==> src/rtl/gray_conv_arbiter.sv <==
// Four-requester round-robin arbiter that converts the winner's operand binary-to-gray.
// Define GRAY_DECODE_EN to add a per-requester mode input selecting gray-to-binary instead.
module gray_conv_arbiter #(
  parameter int W = 4
) (
  input  logic           clk,
  input  logic           rst,
  input  logic [3:0]     req,
  input  logic [4*W-1:0] b_in,
`ifdef GRAY_DECODE_EN
  input  logic [3:0]     mode,
`endif
  output logic [3:0]     gnt,
  output logic [1:0]     gnt_id,
  output logic [W-1:0]   g_out,
  output logic           valid,
  output logic           busy
);

  typedef enum logic [1:0] {IDLE, CONV, DONE} state_t;

  state_t         state_reg, state_next;
  logic [1:0]     ptr_reg, ptr_next;
  logic [1:0]     id_reg, id_next;
  logic [W-1:0]   op_reg, op_next;
  logic [W-1:0]   g_reg, g_next;
  logic [3:0]     rot;
  logic [1:0]     off;
  logic [1:0]     win;
  logic           found;
  logic [W-1:0]   enc_val;
`ifdef GRAY_DECODE_EN
  logic           dec_reg, dec_next;
  logic [W-1:0]   dec_val;
`endif

  // rot[k] is the request of the requester k places after the pointer
  genvar gi;
  generate
    for (gi = 0; gi < 4; gi++) begin : g_rot
      assign rot[gi] = req[ptr_reg + 2'(gi)];
    end
  endgenerate

  always_comb begin
    found = 1'b0;
    off   = 2'd0;
    for (int k = 3; k >= 0; k--) begin
      if (rot[k]) begin
        found = 1'b1;
        off   = 2'(k);
      end
    end
  end

  assign win     = ptr_reg + off;
  assign enc_val = op_reg ^ (op_reg >> 1);

`ifdef GRAY_DECODE_EN
  // Each binary bit is the XOR of all gray bits at or above it
  generate
    for (gi = 0; gi < W; gi++) begin : g_dec
      assign dec_val[gi] = ^op_reg[W-1:gi];
    end
  endgenerate
`endif

  always_comb begin
    state_next = state_reg;
    ptr_next   = ptr_reg;
    id_next    = id_reg;
    op_next    = op_reg;
    g_next     = g_reg;
`ifdef GRAY_DECODE_EN
    dec_next   = dec_reg;
`endif
    case (state_reg)
      IDLE: begin
        if (found) begin
          id_next    = win;
          op_next    = b_in[win*W +: W];
`ifdef GRAY_DECODE_EN
          dec_next   = mode[win];
`endif
          state_next = CONV;
        end
      end
      CONV: begin
`ifdef GRAY_DECODE_EN
        g_next     = dec_reg ? dec_val : enc_val;
`else
        g_next     = enc_val;
`endif
        state_next = DONE;
      end
      DONE: begin
        ptr_next   = id_reg + 2'd1;
        state_next = IDLE;
      end
      default: state_next = IDLE;
    endcase
  end

  always_ff @(posedge clk or posedge rst) begin
    if (rst) begin
      state_reg <= IDLE;
      ptr_reg   <= 2'd0;
      id_reg    <= 2'd0;
      op_reg    <= '0;
      g_reg     <= '0;
`ifdef GRAY_DECODE_EN
      dec_reg   <= 1'b0;
`endif
    end else begin
      state_reg <= state_next;
      ptr_reg   <= ptr_next;
      id_reg    <= id_next;
      op_reg    <= op_next;
      g_reg     <= g_next;
`ifdef GRAY_DECODE_EN
      dec_reg   <= dec_next;
`endif
    end
  end

  // Strobes decode straight from the state register so reset clears them at once
  assign gnt    = (state_reg == CONV) ? (4'b0001 << id_reg) : 4'b0000;
  assign valid  = (state_reg == DONE);
  assign busy   = (state_reg != IDLE);
  assign gnt_id = id_reg;
  assign g_out  = g_reg;

endmodule

==> config.mk <==
export PLATFORM = sky130hd
export DESIGN_NAME = gray_conv_arbiter
export DESIGN_NICKNAME = d
export VERILOG_FILES = /design/src/rtl/gray_conv_arbiter.sv
export SDC_FILE = /design/constraint.sdc
export NUM_CORES = 1
export LEC_CHECK = 0
export CORE_MARGIN = 10
export CORE_UTILIZATION = 31
export DETAILED_ROUTE_END_ITERATION = 7
export GPL_TIMING_DRIVEN = 0
export PLACE_DENSITY_LB_ADDON = 0.1
export SLEW_MARGIN = 20
export SYNTH_ARGS = -nofsm -noshare
export SYNTH_HDL_FRONTEND = slang
export SYNTH_SLANG_ARGS = --single-unit
==> constraint.sdc <==
create_clock -name clk -period 2.1 [get_ports clk]
set_input_delay 0.42 -clock clk [delete_from_list [all_inputs] [get_ports clk]]
set_output_delay 0.42 -clock clk [all_outputs]
set_load 0.05 [all_outputs]
### After elaboration in Yosys (flattened, before gate mapping)

Cells that the tools add are included.
Widths: inputs -> output; s select.

* $add $sub $neg: 5
* $mul: 0
* div/mod/pow operators: 0
* $lt $le $gt $ge: 4
* eq/ne operators: 3
* shift-type cells: 2
* multiplexer cells: 19
* bitwise operators: 1
* reduce and logical (&&, ||, !) cells: 3

Operators by type and width (number)
* $shiftx 16x5->4: 1
* $lt 2x3->1 const B: 4
* $mux 2: 5
* $bmux 1 s2: 4
* $mux 1: 8
* $add 2x1->2 const B: 2
* $add 2x2->2 const B: 2
* $mux 4: 1
* $pmux 2 s2: 1
* $shl 1x2->4 const A: 1
* $xor 4x3->4: 1
* $add 2x2->2: 1
* $eq 2x1->1 const B: 1
* $eq 2x2->1 const B: 1
* $logic_not 2->1: 1
* $ne 2x2->1 const B: 1
* $reduce_and 2->1: 1
* $reduce_bool 2->1: 1

* register bits after elaboration: 14
* bits in latches: 0
* RAM bits: 0
* ROM bits: 0
* bits of input ports: 22
* output and inout port bits: 12
* logic and storage cells: 42
* memories: 0

### Depth between registers and ports, before layout

Gate-level depths: netlist of run 1.

* depth in word-level cells: 9
* depth in mapped cells: 11
* depth with buffers taken out: 9

### Worst setup path before layout of run 1

Ideal clock, no wire load.

* kind: flip-flop to flip-flop
* from: register ptr_reg[1]
* to: register op_reg[0]
* setup time: 0.128 ns
* arrival time: 1.942 ns
* required time: 1.972 ns
* path slack: 0.029 ns
* stages on the path, launching flop included: 11
* path buffers: 2
* period minus slack after synthesis: 2.071 ns
* cells stage by stage: dfrtp_1 buf_6 o21ai_0 a21oi_1 o31a_1 ha_1 buf_2 mux2i_1 nor3_1 mux2i_1 nand3_1

* longest elaborated chain between the ends: 9
* elaborated cells between the ends (all ways): 22
* classes of those cells: add/sub: 4; shift: 1; mux: 16; reduce/logical: 1

RTL lines
* start, declared: line 23 `logic [1:0] ptr_reg, ptr_next;`
* start signal, assigned: line 116 `ptr_reg <= ptr_next;`
* $add 2x2->2: line 41 `assign rot[gi] = req[ptr_reg + 2'(gi)];`
* $bmux 1 s2: line 41
* $mux 1 (implied by the code): line 41
* $mux 2 (3 in series): line 49 `if (rot[k]) begin`
* $mux 2 (*): line 49
* $add 2x2->2 (*): line 56 `assign win = ptr_reg + off;`
* named net win[0]: line 29 `logic [1:0] win;`
* $shiftx 16x5->4 (*): line 81 `op_next = b_in[win*W +: W];`
* end signal, assigned: line 118 `op_reg <= op_next;`
* end, declared: line 25 `logic [W-1:0] op_reg, op_next;`

Mark *: on every way through the listed nets, which the timed path passes. The rest lies on a longest branch. The select of a mux whose other input is x is not followed.
A chain may end at the register's enable or synchronous reset.

### Worst setup path after layout of run 1

* from: register ptr_reg[1]
* to: register op_reg[2]

Same word-level chain as after synthesis.

==> reports/metrics.sh, run 1 <==
TIMING_WORST_SETUP_PATH_TYPE='reg2reg'
GRT_PASS1_WL_MM=4.367
CRIT_BUF_INV=3
CP_DATA_ARRIVAL_TIME_NS=2.27
DRV_CAP=0
START_KIND='register'
TIGHTEST_SLEW_NS=0.5222
FLOORPLAN.IO_PINS=34
FIN_WORST_SKEW_NS=0.006520
LAYOUT_WORST_PATH_CYCLE_SHARE=1.001
UTILIZATION=0.5083
DIE_AREA_UM2=6136
SYNTH_NETS=147
VIAS_PER_CELL=4.783
CTS_INSERTED_BUFFERS=3
CRITPATHMAXSTAGEDELAY_NS=0.38
GRT_UTIL_MET1=0.09940
TOTAL_POWER_W=0.003265
FINALWORSTPATHREQUIREDPERIOD_NS=2.102
SYNTH_FF_TYPE='sky130_fd_sc_hd__dfrtp_1'
POST_DP_CELL_AREA_UM2=1443
WORST_SKEW_PAIR.LATE_LATENCY_NS=0.28
GRT_SETUP_UNREPAIRED='true'
POWER.LEAKAGE_nW=0.7028
YS_ASYNC_SR_FRACTION=1.000
CRIT_SLOWEST_CELL='sky130_fd_sc_hd__dfrtp_1'
CTS-ROOT-BUF='sky130_fd_sc_hd__clkbuf_4'
COMBINED_GLOBAL_ROUTE_UTILIZATION_OF_ALL_METAL_LAYERS=0.08503
SYN_INST=120
DETAIL_ROUTE.DRC_VIOLATIONS=0
PLACEABLECOREAREA_UM2=3311
TIMING.MAX_SLEW.REL_SLACK=0.6515
MAXSLEWVIOLCOUNT=0
INITIALDRTVIOLATIONCOUNT=28
ANT_NETS=0
CTS.REPORTEDPATHS.CLKPINSLEW_NS=0.09
VIA_COUNT=990
POWER_DENSITY_nW_PER_UM2=1940
SETUP_VIOL=1
ROUTED_WIRELENGTH_MM=2.749
OVERFLOW=0
DP_SLACK_NS=-0.8543
HOLD_PATH.CLASS='in2async'
SEQ_AREA_FRAC_SYNTH=0.3321
GR-MAX-USAGE-LAYER='met2'
GRT_UTIL_MET3=0.03303
WORST_EP_REQUIRED_TIME_NS=2.27
VDD_DROP_MAX_uV=546.8
GRT.MET2_USAGE=0.1423
NUMBER_OF_GLOBAL_ROUTE_VIAS_BEFORE_REPAIR=1020
DR.PASS1.ITERS=4
STDCELL_AREA_UM2=1683
DIE_WIDTH_UM=78.33
WORST_R2R_PATH_DEPTH=11
CRIT_PATH_MAX_FANOUT=5
SYNTH.YOSYS.WARNINGS=0
SYNTHESIS.AREA_PER_INSTANCE_UM2=8.790
DPL.HPWL_MM=2.054
WORST_R2R_ENDPOINT='op_reg[2]$_DFFE_PP0P_'
CRIT_FAMILY='compound AO/OA/AOI/OAI gates'
ROUTE.DETAILED.WL_PER_INST_UM=13.28
LAYOUT.FILLER_CELLS=347
DIEHEIGHT_UM=78.33
NETLIST.TOP_CELL.BY_AREA='sky130_fd_sc_hd__dfrtp_1'
HTREEDEPTH=1
POST_SYNTH_MOST_FREQUENT_CELLS='17 x sky130_fd_sc_hd__nor3_1, 16 x sky130_fd_sc_hd__mux2i_1, 14 x sky130_fd_sc_hd__dfrtp_1, 14 x sky130_fd_sc_hd__nand2_1, 6 x sky130_fd_sc_hd__nor2_1'
FINALWEIGHTEDCONGESTION=0.7830
FIN_NETS=189
SYNTHTOPCELLSBYAREA='sky130_fd_sc_hd__dfrtp_1 33%, sky130_fd_sc_hd__mux2i_1 15%, sky130_fd_sc_hd__nor3_1 8.1%'
MAXIMUM_NUMBER_OF_PINS_ON_ONE_NET_BEFORE_GLOBAL_ROUTE_REPAIR=15
INITIAL_CORE_UTILIZATION=0.3186
SETUP_SLACK_NS=-0.001587
REGTOREGSTARTPOINT='ptr_reg[1]$_DFFE_PP0P_'
R2R_SLACK_NS=-0.002
LAYOUT-AREA-OVERHEAD-VS-SYNTH_PCT=59.55
REPORT.FINAL.HOLD_VIOL_COUNT=0
TRITONCTS_CLOCK_TREE='done'
SYNTH.DISTINCT_CELLS=29
VIOLATIONS='negative setup slack'
POSTSYNTHREGISTERBITS=14
CELL_AREA_AFTER_TECHNOLOGY_MAPPING_UM2=1055
ANTENNA_VIOLATIONS_BEFORE_REPAIR=0
MAX-CLOCK-PATH-BUFFERS=2
ROWS=21
SYNTHMOSTINSTANTIATEDCELL='sky130_fd_sc_hd__nor3_1'
ENDPOINT_KIND='register'
FINAL_LAYOUT_SIZE_SUFFIX_GT1_FRAC=0.2733
ANTENNADIODECOUNT=0
SYNTH_ENABLE_FLOP_CELLS=0
CRIT_PATH_CELL_TRACE='buf_6, o21ai_2, a21oi_1, o31a_1, ha_4, buf_12, buf_16, mux2i_4, nor3_2, mux2i_1, nand3_1'
RUN_STATUS='finished, violations left'
NETLIST.AREA_LEADER.SHARE=0.3321
MAX_CLK_RATE_MHz=475.8
CLKSINKCOUNT=14
PLACEMENT.IO_BUFFERS=33
## cells by family after synthesis
family,share of synthesized area
xor gates and xnor gates,0.05694
AOI/OAI and AO/OA,0.08423
and+or+nand+nor,0.2337
muxes,0.1732
DFF,0.3322
adders and majority gates,0.05931
buffers and inverters,0.06049
## final cells by class
class	count	area, um2	area share
Tap cell	46	57.56	0.03420
Inverter	6	22.52	0.01338
Sequential cell	14	350.3	0.2082
Buffer	5	52.55	0.03123
Clock buffer	4	36.28	0.02156
Multi-Input combinational cell	94	794.5	0.4721
Timing Repair Buffer	38	369.1	0.2193
## cell usage in the layout (no fill, tap or decap), drive strengths merged, types with 2 or more instances in the layout
cell type,instances
inv,6
mux2,2
xnor2,5
nor3,18
dfrtp,14
nand3,4
nand2b,2
clkdlybuf4s50,23
mux2i,16
a21oi,3
buf,14
clkbuf,6
nor2,6
and2,4
o21ai,6
nand2,14
ha,5
dlygate4sd2,3
## worst register-to-register path, cell delays in order (launching register included)
cell and delay [ns]:
sky130_fd_sc_hd__dfrtp_1 0.38, sky130_fd_sc_hd__buf_6 0.13, sky130_fd_sc_hd__o21ai_2 0.10, sky130_fd_sc_hd__a21oi_1 0.07, sky130_fd_sc_hd__o31a_1 0.27, sky130_fd_sc_hd__ha_4 0.31
sky130_fd_sc_hd__buf_12 0.10, sky130_fd_sc_hd__buf_16 0.12, sky130_fd_sc_hd__mux2i_4 0.25, sky130_fd_sc_hd__nor3_2 0.07, sky130_fd_sc_hd__mux2i_1 0.13, sky130_fd_sc_hd__nand3_1 0.08
## report_power, final
part | internal [W] | total, W | leakage (nW) | switching [W]
logic | 0.00123 | 0.00254 | 0.510 | 0.00131
registers | 0.000410 | 0.000533 | 0.171 | 0.000123
clock network | 0.000105 | 0.000197 | 0.0210 | 0.0000916
total | 0.00175 | 0.00327 | 0.703 | 0.00152
## what timing repair did
action / in CTS / in global routing
buffers inserted: 2 / 2
cloned: 1 / 0
gates resized for setup: 37 / 25
hold endpoints to repair: 0 / 0
endpoints found under the setup margin: 10 / 9
hold buffers: 0 / 0
pin swaps: 6 / 5
## worst max-delay path by stage
stage                                  start                     to  cells past startpoint
floorplan             ptr_reg[1]$_DFFE_PP0P_  op_reg[0]$_DFFE_PP0P_                     10
global placement                      req[0]  op_reg[1]$_DFFE_PP0P_                     10
detailed placement                    req[0]  op_reg[1]$_DFFE_PP0P_                     10
CTS                 state_reg[1]$_DFFE_PP0P_                 gnt[1]                      5
global route          ptr_reg[1]$_DFFE_PP0P_  op_reg[1]$_DFFE_PP0P_                     10
finish                ptr_reg[1]$_DFFE_PP0P_  op_reg[2]$_DFFE_PP0P_                     11
## stage by stage
step	hold WS [ns]	cells	TNS (ns)
2_1_floorplan	0.3092	120	0
3_3_place_gp	0.4605	199	-4.031
3_5_place_dp	0.4728	199	-4.353
4_1_cts	0.4934	206	0
5_1_grt	0.5134	207	-0.4348
6_report	0.4627	207	-0.001587
## layer usage
layer  wire [um]  vias to the layer above
met4          28                        0
met3         102                        4
met2        1370                       21
li1            -                      498
met1        1248                      467
met5           0                        -
No activity file was read; power rests on OpenSTA's default activity.
==> run 2, diff against run 1 <==
--- a/config.mk
+++ b/config.mk
@@ -6,7 +6,7 @@
 export NUM_CORES = 1
 export LEC_CHECK = 0
 export CORE_MARGIN = 10
-export CORE_UTILIZATION = 31
+export CORE_UTILIZATION = 25
 export DETAILED_ROUTE_END_ITERATION = 7
 export GPL_TIMING_DRIVEN = 0
 export PLACE_DENSITY_LB_ADDON = 0.1
==> run 2 against run 1 <==
Hold slack improved by 0.018 ns. The run now ends clean. Flip-flop and latch count is the same. Count of clock-buffer cells in the layout unchanged. Core utilization down 10 points. Largest power group unchanged. First-iteration DRC count up 71%. Cell area is 2.8% lower. Largest cell class unchanged. Wire length up 3.9%. Clock power grew 34%. Highest routed layer unchanged. Via count decreased by 0.10%. Global-route usage down 0.63 points. Sequential power increased by 3%.
==> reports/metrics.sh, run 2 (synthesis gave the netlist of run 1 again) <==
VIAS_PER_CELL=4.710  # was 4.783
DIE_WIDTH_UM=84.96  # was 78.33 um
WIRELENGTH_MET1_MM=1.212  # was 1.248 mm
MOST_COMMON_CELL_AFTER_LAYOUT_FILL_AND_TAPS_ASIDE='sky130_fd_sc_hd__clkdlybuf4s50_1'  # unchanged
INITIAL_CORE_UTILIZATION=0.2618  # was 0.3186
PLACEMENT.IO_BUFFERS=33  # unchanged
MAXSLEWVIOLCOUNT=0  # unchanged
COMBINED_GLOBAL_ROUTE_UTILIZATION_OF_ALL_METAL_LAYERS=0.07876  # was 0.08503
ENDPOINT_KIND='register'  # unchanged
WORST_EP_REQUIRED_TIME_NS=2.22  # was 2.27 ns
ANTENNADIODECOUNT=0  # unchanged
MAX_CLK_RATE_MHz=483.4  # was 475.8 MHz
POST_DP_CELL_AREA_UM2=1448  # was 1443 um2
TIGHTEST_SLEW_NS=0.5440  # was 0.5222 ns
CTS_INSERTED_BUFFERS=3  # unchanged
TOTAL_POWER_W=0.003066  # was 0.003265 W
DIEHEIGHT_UM=84.96  # was 78.33 um
NUMBER_OF_GLOBAL_ROUTE_VIAS_BEFORE_REPAIR=1028  # was 1,020
STDCELL_AREA_UM2=1637  # was 1683 um2
FINALWORSTPATHREQUIREDPERIOD_NS=2.069  # was 2.102 ns
GRT_PASS1_WL_MM=4.816  # was 4.367 mm
TRITONCTS_CLOCK_TREE='done'  # unchanged
POWER.LEAKAGE_nW=0.6838  # was 0.7028 nW
WL_MET2_MM=1.425  # was 1.370 mm
CTS-ROOT-BUF='sky130_fd_sc_hd__clkbuf_8'  # was sky130_fd_sc_hd__clkbuf_4
DPL.HPWL_MM=2.240  # was 2.054 mm
CLKSINKCOUNT=14  # unchanged
ANT_NETS=0  # unchanged
ROUTE.DETAILED.WL_PER_INST_UM=13.60  # was 13.28 um
WORST_R2R_PATH_DEPTH=9  # was 11
HTREEDEPTH=1  # unchanged
POST_CTS_HOLD_BUFFER_COUNT=0  # unchanged
TOP_SIGNAL_LAYER_USED='met4'  # unchanged
REPORT.FINAL.HOLD_VIOL_COUNT=0  # unchanged
MAX-CLOCK-PATH-BUFFERS=2  # unchanged
LAYOUT_WORST_PATH_CYCLE_SHARE=0.9852  # was 1.001
ROUTED-WL-MET3_UM=190  # was 102 um
FIN_NETS=188  # was 189
TIMING.MAX_SLEW.REL_SLACK=0.6369  # was 0.6515
ROUTED_WIRELENGTH_MM=2.856  # was 2.749 mm
SETUP_VIOL=0  # was 1
CRIT_PATH_MAX_FANOUT=5  # unchanged
OVERFLOW=0  # unchanged
DETAIL_ROUTE.DRC_VIOLATIONS=0  # unchanged
CTS.REPORTEDPATHS.CLKPINSLEW_NS=0.06  # was 0.09 ns
POWER_DENSITY_nW_PER_UM2=1873  # was 1940 nW/um2
UTILIZATION=0.4062  # was 0.5083
FIN_TNS_SETUP_NS=0  # was -0.001587 ns
MAXIMUM_NUMBER_OF_PINS_ON_ONE_NET_BEFORE_GLOBAL_ROUTE_REPAIR=15  # unchanged
RUN_STATUS='completed'  # was finished, violations left
DRV_CAP=0  # unchanged
INITIALDRTVIOLATIONCOUNT=48  # was 28
LAYOUT.CELLS.MOST_COMMON_LIST='23 x sky130_fd_sc_hd__clkdlybuf4s50_1, 15 x sky130_fd_sc_hd__nor3_1, 14 x sky130_fd_sc_hd__nand2_1'  # was 23 x sky130_fd_sc_hd__clkdlybuf4s50_1, 14 x sky130_fd_sc_hd__nand2_1, 14 x sky130_fd_sc_hd__dfrtp_1
PLACEABLECOREAREA_UM2=4029  # was 3311 um2
DIE_AREA_UM2=7217  # was 6136 um2
ANTENNA_VIOLATIONS_BEFORE_REPAIR=0  # unchanged
MIN_PATH_CELLS=2
TIMING_WORST_SETUP_PATH_TYPE='in2reg'  # was reg2reg
WORST_SKEW_PAIR.LATE_LATENCY_NS=0.24  # was 0.28 ns
START_KIND='primary input'  # was register
FINAL_LAYOUT_SIZE_SUFFIX_GT1_FRAC=0.2500  # was 0.2733
CP_DATA_ARRIVAL_TIME_NS=2.19  # was 2.27 ns
DR.PASS1.ITERS=4  # unchanged
GRT_SETUP_UNREPAIRED='true'  # unchanged
HOLD_PATH.CLASS='reg2reg'  # was in2async
SETUP_SLACK_NS=0.03118  # was -0.001587 ns
FINALWEIGHTEDCONGESTION=0.8111  # was 0.7830
DP_SLACK_NS=-0.8037  # was -0.8543 ns
ROWS=23  # was 21
FLOORPLAN.IO_PINS=34  # unchanged
FIN_WORST_SKEW_NS=0.0008211  # was 0.006520 ns
VDD_DROP_MAX_uV=468.0  # was 546.8 uV
LAYOUT-AREA-OVERHEAD-VS-SYNTH_PCT=55.16  # was 59.55%
VIA_COUNT=989  # was 990
==> run 2: cell types whose count changed in the layout (fill, tap and decap cells not counted), sizes merged <==
cell,change
buf,-1
clkbuf,-1
clkdlybuf4s15,+1
==> run 2: power breakdown <==
part,switching (W),internal [W],leakage (nW)
sequential,0.000136,0.000413,0.170
combinational,0.00122,0.00104,0.485
clock,0.0000973,0.000166,0.0288
==> run 2: worst max-delay path, stage by stage <==
cell,delay [ns]
sky130_fd_sc_hd__clkdlybuf4s15_2,0.21
sky130_fd_sc_hd__inv_1,0.09
sky130_fd_sc_hd__o21ai_2,0.11
sky130_fd_sc_hd__a21oi_1,0.07
sky130_fd_sc_hd__o31a_1,0.27
sky130_fd_sc_hd__ha_4,0.30
sky130_fd_sc_hd__buf_12,0.14
sky130_fd_sc_hd__mux2i_4,0.24
sky130_fd_sc_hd__nor3_1,0.08
sky130_fd_sc_hd__mux2i_1,0.16
sky130_fd_sc_hd__nand3_1,0.09
==> run 2: area by class of cell <==
type                            count  area, um2
Multi-Input combinational cell     94      757.0
Tap cell                           50      62.56
Sequential cell                    14      351.6
Timing Repair Buffer               38      346.6
Clock buffer                        4      55.05
Buffer                              4      41.29
Inverter                            6      22.52
Fill cell                         423       2392
==> run 2: repair_timing <==
| action | CTS | global route |
|---|---|---|
| buffers inserted | 3 | 1 |
| endpoints found under the hold margin | 0 | 0 |
| pin swaps | 1 | 4 |
| gates resized for setup | 34 | 23 |
| cloned | 1 | 0 |
| setup endpoints to repair | 10 | 9 |
==> run 2: final timing paths <==
path                                   startpoint                      to  slack (ns)
min in group asynchronous                     rst    g_out[2]$_DFFE_PP0P_        0.52
setup / recovery                           req[0]   op_reg[0]$_DFFE_PP0P_        0.03
hold / removal               g_out[3]$_DFFE_PP0P_    g_out[3]$_DFFE_PP0P_        0.48
setup reg to reg           ptr_reg[1]$_DFFE_PP0P_   op_reg[0]$_DFFE_PP0P_        0.04
max in group asynchronous                     rst  ptr_reg[1]$_DFFE_PP0P_        1.19
hold reg to reg              g_out[3]$_DFFE_PP0P_    g_out[3]$_DFFE_PP0P_        0.48
==> run 2: metal layers <==
metal  vias to the layer above  track usage
met3                         2      0.03537
met4                         0      0.02695
met5                         -            0
met1                       459      0.08798
met2                        28       0.1294
li1                        500            -
==> run 2: stage by stage <==
stage               std cells  hold WS, ns
global placement          203       0.4618
global route              210       0.5055
finish                    210       0.4811
CTS                       211       0.4844
detailed placement        203       0.4704
floorplan                 120       0.3092
==> run 3, diff against run 2 <==
--- a/config.mk
+++ b/config.mk
@@ -5,10 +5,11 @@
 export SDC_FILE = /design/constraint.sdc
 export NUM_CORES = 1
 export LEC_CHECK = 0
+export CAP_MARGIN = 20
 export CORE_MARGIN = 10
 export CORE_UTILIZATION = 25
 export DETAILED_ROUTE_END_ITERATION = 7
-export GPL_TIMING_DRIVEN = 0
+export HOLD_SLACK_MARGIN = 0.06
 export PLACE_DENSITY_LB_ADDON = 0.1
 export SLEW_MARGIN = 20
 export SYNTH_ARGS = -nofsm -noshare
==> run 3 against run 2 <==
First-iteration DRC count fell by 60%. Combinational power fell by 2%. Setup slack got worse by 0.010 ns. Critical path depth fell by 2. Core utilization rose by 1.7 points. Global-route usage fell by 0.55 points. Power fell by 2.3%. Critical path type is now reg2reg. Critical endpoint is now op_reg[2]$_DFFE_PP0P_. Highest routed layer unchanged.
==> reports/metrics.sh, run 3 (synthesis gave the netlist of run 1 again) <==
RUN_STATUS='completed'  # unchanged
CRIT_FAMILY='compound AO/OA/AOI/OAI gates'  # unchanged
POWER_DENSITY_nW_PER_UM2=1757  # was 1873 nW/um2
FINALWORSTPATHREQUIREDPERIOD_NS=2.079  # was 2.069 ns
DR.PASS1.ITERS=4  # unchanged
OVERFLOW=0  # unchanged
CRIT_PATH_CELL_TRACE='o21ai_2, a21oi_1, o31a_1, ha_4, buf_8, mux2i_4, nor3_1, mux2i_1, nand3_1'  # was clkdlybuf4s15_2, inv_1, o21ai_2, a21oi_1, o31a_1, ha_4, buf_12, mux2i_4, nor3_1, mux2i_1, nand3_1
VDD_DROP_MAX_uV=494.2  # was 468.0 uV
FLOORPLAN.IO_PINS=34  # unchanged
DRV_CAP=0  # unchanged
REGTOREGSTARTPOINT='ptr_reg[1]$_DFFE_PP0P_'  # unchanged
MAX-CLOCK-PATH-BUFFERS=2  # unchanged
CRIT_SLOWEST_CELL='sky130_fd_sc_hd__dfrtp_2'  # was sky130_fd_sc_hd__ha_4
VIAS_PER_CELL=4.571  # was 4.710
MIN_PATH_CELLS=2  # unchanged
CRITPATHMAXSTAGEDELAY_NS=0.44  # was 0.30 ns
DETAIL_ROUTE.DRC_VIOLATIONS=0  # unchanged
ROUTE.DETAILED.WL_PER_INST_UM=13.26  # was 13.60 um
INITIAL_CORE_UTILIZATION=0.2618  # unchanged
CTS_INSERTED_BUFFERS=3  # unchanged
CRIT_CELLS=9  # was 11
WORST_EP_REQUIRED_TIME_NS=2.21  # was 2.22 ns
TIGHTEST_SLEW_NS=0.5117  # was 0.5440 ns
MOST_COMMON_CELL_AFTER_LAYOUT_FILL_AND_TAPS_ASIDE='sky130_fd_sc_hd__clkdlybuf4s50_1'  # unchanged
POST_CTS_HOLD_BUFFER_COUNT=0  # unchanged
ROWS=23  # unchanged
FINISH.CELL_COUNT_WITHOUT_FILLERS=217  # was 210
DIEHEIGHT_UM=84.96  # unchanged
DPL.HPWL_MM=2.342  # was 2.240 mm
PLACEMENT.IO_BUFFERS=33  # unchanged
POWER.LEAKAGE_nW=0.7256  # was 0.6838 nW
TIMING_WORST_SETUP_PATH_TYPE='reg2reg'  # was in2reg
START_KIND='register'  # was primary input
WORST_SKEW_PAIR.LATE_LATENCY_NS=0.24  # about the same
ANT_NETS=0  # unchanged
CRIT_BUF_INV=1  # was 3
DIE_WIDTH_UM=84.96  # unchanged
LAYOUT_WORST_PATH_CYCLE_SHARE=0.9901  # was 0.9852
MAX_CLK_RATE_MHz=480.9  # was 483.4 MHz
TIMING.MAX_SLEW.REL_SLACK=0.6578  # was 0.6369
HOLD_PATH.CLASS='reg2reg'  # unchanged
MAXIMUM_NUMBER_OF_PINS_ON_ONE_NET_BEFORE_GLOBAL_ROUTE_REPAIR=24  # was 15
HTREEDEPTH=1  # unchanged
DIE_AREA_UM2=7217  # unchanged
GRT_SETUP_UNREPAIRED='true'  # unchanged
HOLD_PATH_STARTPOINT='g_out[3]$_DFFE_PP0P_'  # unchanged
CTS.REPORTEDPATHS.CLKPINSLEW_NS=0.06  # about the same
INITIALDRTVIOLATIONCOUNT=19  # was 48
ANTENNADIODECOUNT=0  # unchanged
ANTENNA_VIOLATIONS_BEFORE_REPAIR=0  # unchanged
FINAL_LAYOUT_SIZE_SUFFIX_GT1_FRAC=0.2695  # was 0.2500
TOTAL_POWER_W=0.002995  # was 0.003066 W
LAYOUT-AREA-OVERHEAD-VS-SYNTH_PCT=61.57  # was 55.16%
PLACEABLECOREAREA_UM2=4029  # unchanged
MAXSLEWVIOLCOUNT=0  # unchanged
FIN_WORST_SKEW_NS=0.004294  # was 0.0008211 ns
NUMBER_OF_GLOBAL_ROUTE_VIAS_BEFORE_REPAIR=1016  # was 1,028
PLACED_CELLS_INCL_TAPS=212  # was 203
VIA_COUNT=992  # was 989
GRT_PASS1_WL_MM=4.478  # was 4.816 mm
TRITONCTS_CLOCK_TREE='done'  # unchanged
REPORT.FINAL.HOLD_VIOL_COUNT=0  # unchanged
SETUP.WORST_PATH.START='ptr_reg[1]$_DFFE_PP0P_'  # was req[0]
LAYOUT.CELLS.MOST_COMMON_LIST='24 x sky130_fd_sc_hd__clkdlybuf4s50_1, 15 x sky130_fd_sc_hd__nor3_1, 14 x sky130_fd_sc_hd__nand2_1, 14 x sky130_fd_sc_hd__buf_4, 13 x sky130_fd_sc_hd__dfrtp_1'  # was 23 x sky130_fd_sc_hd__clkdlybuf4s50_1, 15 x sky130_fd_sc_hd__nor3_1, 14 x sky130_fd_sc_hd__nand2_1
WORST_R2R_PATH_DEPTH=9  # unchanged
COMBINED_GLOBAL_ROUTE_UTILIZATION_OF_ALL_METAL_LAYERS=0.07321  # was 0.07876
CLKSINKCOUNT=14  # unchanged
ENDPOINT_KIND='register'  # unchanged
CRIT_PATH_MAX_FANOUT=6  # was 5
CP_DATA_ARRIVAL_TIME_NS=2.19  # about the same
FIN_NETS=195  # was 188
CTS-ROOT-BUF='sky130_fd_sc_hd__clkbuf_8'  # unchanged
FIN_TNS_SETUP_NS=0  # unchanged
ROUTED_WIRELENGTH_MM=2.877  # was 2.856 mm
FINALWEIGHTEDCONGESTION=0.7435  # was 0.8111
SETUP_VIOL=0  # unchanged
## run 3: path summary, 6_finish.rpt
path                                           to  slack [ns]
hold reg to reg              g_out[3]$_DFFE_PP0P_        0.47
hold / removal               g_out[3]$_DFFE_PP0P_        0.47
setup reg to reg            op_reg[2]$_DFFE_PP0P_        0.02
setup / recovery            op_reg[2]$_DFFE_PP0P_        0.02
max in group asynchronous  ptr_reg[1]$_DFFE_PP0P_        1.20
min in group asynchronous    g_out[3]$_DFFE_PP0P_        0.52
## run 3: worst min-delay path: stages (launching register included)
cell and delay [ns]:
sky130_fd_sc_hd__dfrtp_1 0.34, sky130_fd_sc_hd__nand2_1 0.05, sky130_fd_sc_hd__nand2_1 0.05
## run 3: repair_timing
action                                  4_1_cts  5_1_grt
resized for setup                             8       20
setup buffers                                 0        2
endpoints found under the setup margin        5        4
pin swaps                                     4        4
## run 3: power by group
part	switching (W)	total [W]	internal [W]
Clock	0.0000844	0.000250	0.000165
Sequential	0.000120	0.000533	0.000413
Combinational	0.00119	0.00221	0.00102
Total	0.00139	0.00299	0.00160
## run 3: layout make-up
| class | count | area, um2 |
|---|---|---|
| multi-input cells | 94 | 713.2 |
| well taps | 50 | 62.56 |
| fillers | 410 | 2325 |
| inverters | 6 | 22.52 |
| clock buffers | 4 | 55.05 |
| flip-flops and latches | 14 | 351.6 |
| repair buffers | 49 | 499.2 |
## run 3: routing by layer
layer  vias up  share of wire  global-route usage
met5         -              0                   0
li1        508              -                   -
met4         0         0.0094             0.02695
met2        24           0.50              0.1274
met3         2          0.077             0.02964
met1       458           0.41             0.07726
## run 3: stage by stage
step                      area, um2  setup slack (ns)    util  hold slack, ns
after floorplan                1055           0.02949       -          0.3092
after global placement         1582           -0.5673  0.3925          0.4619
after detailed placement       1582           -0.6210  0.3925          0.4691
after CTS                      1648           0.01524  0.4090          0.4825
after global routing           1704          -0.05937  0.4230          0.4999
final                          1704           0.02076  0.4230          0.4749
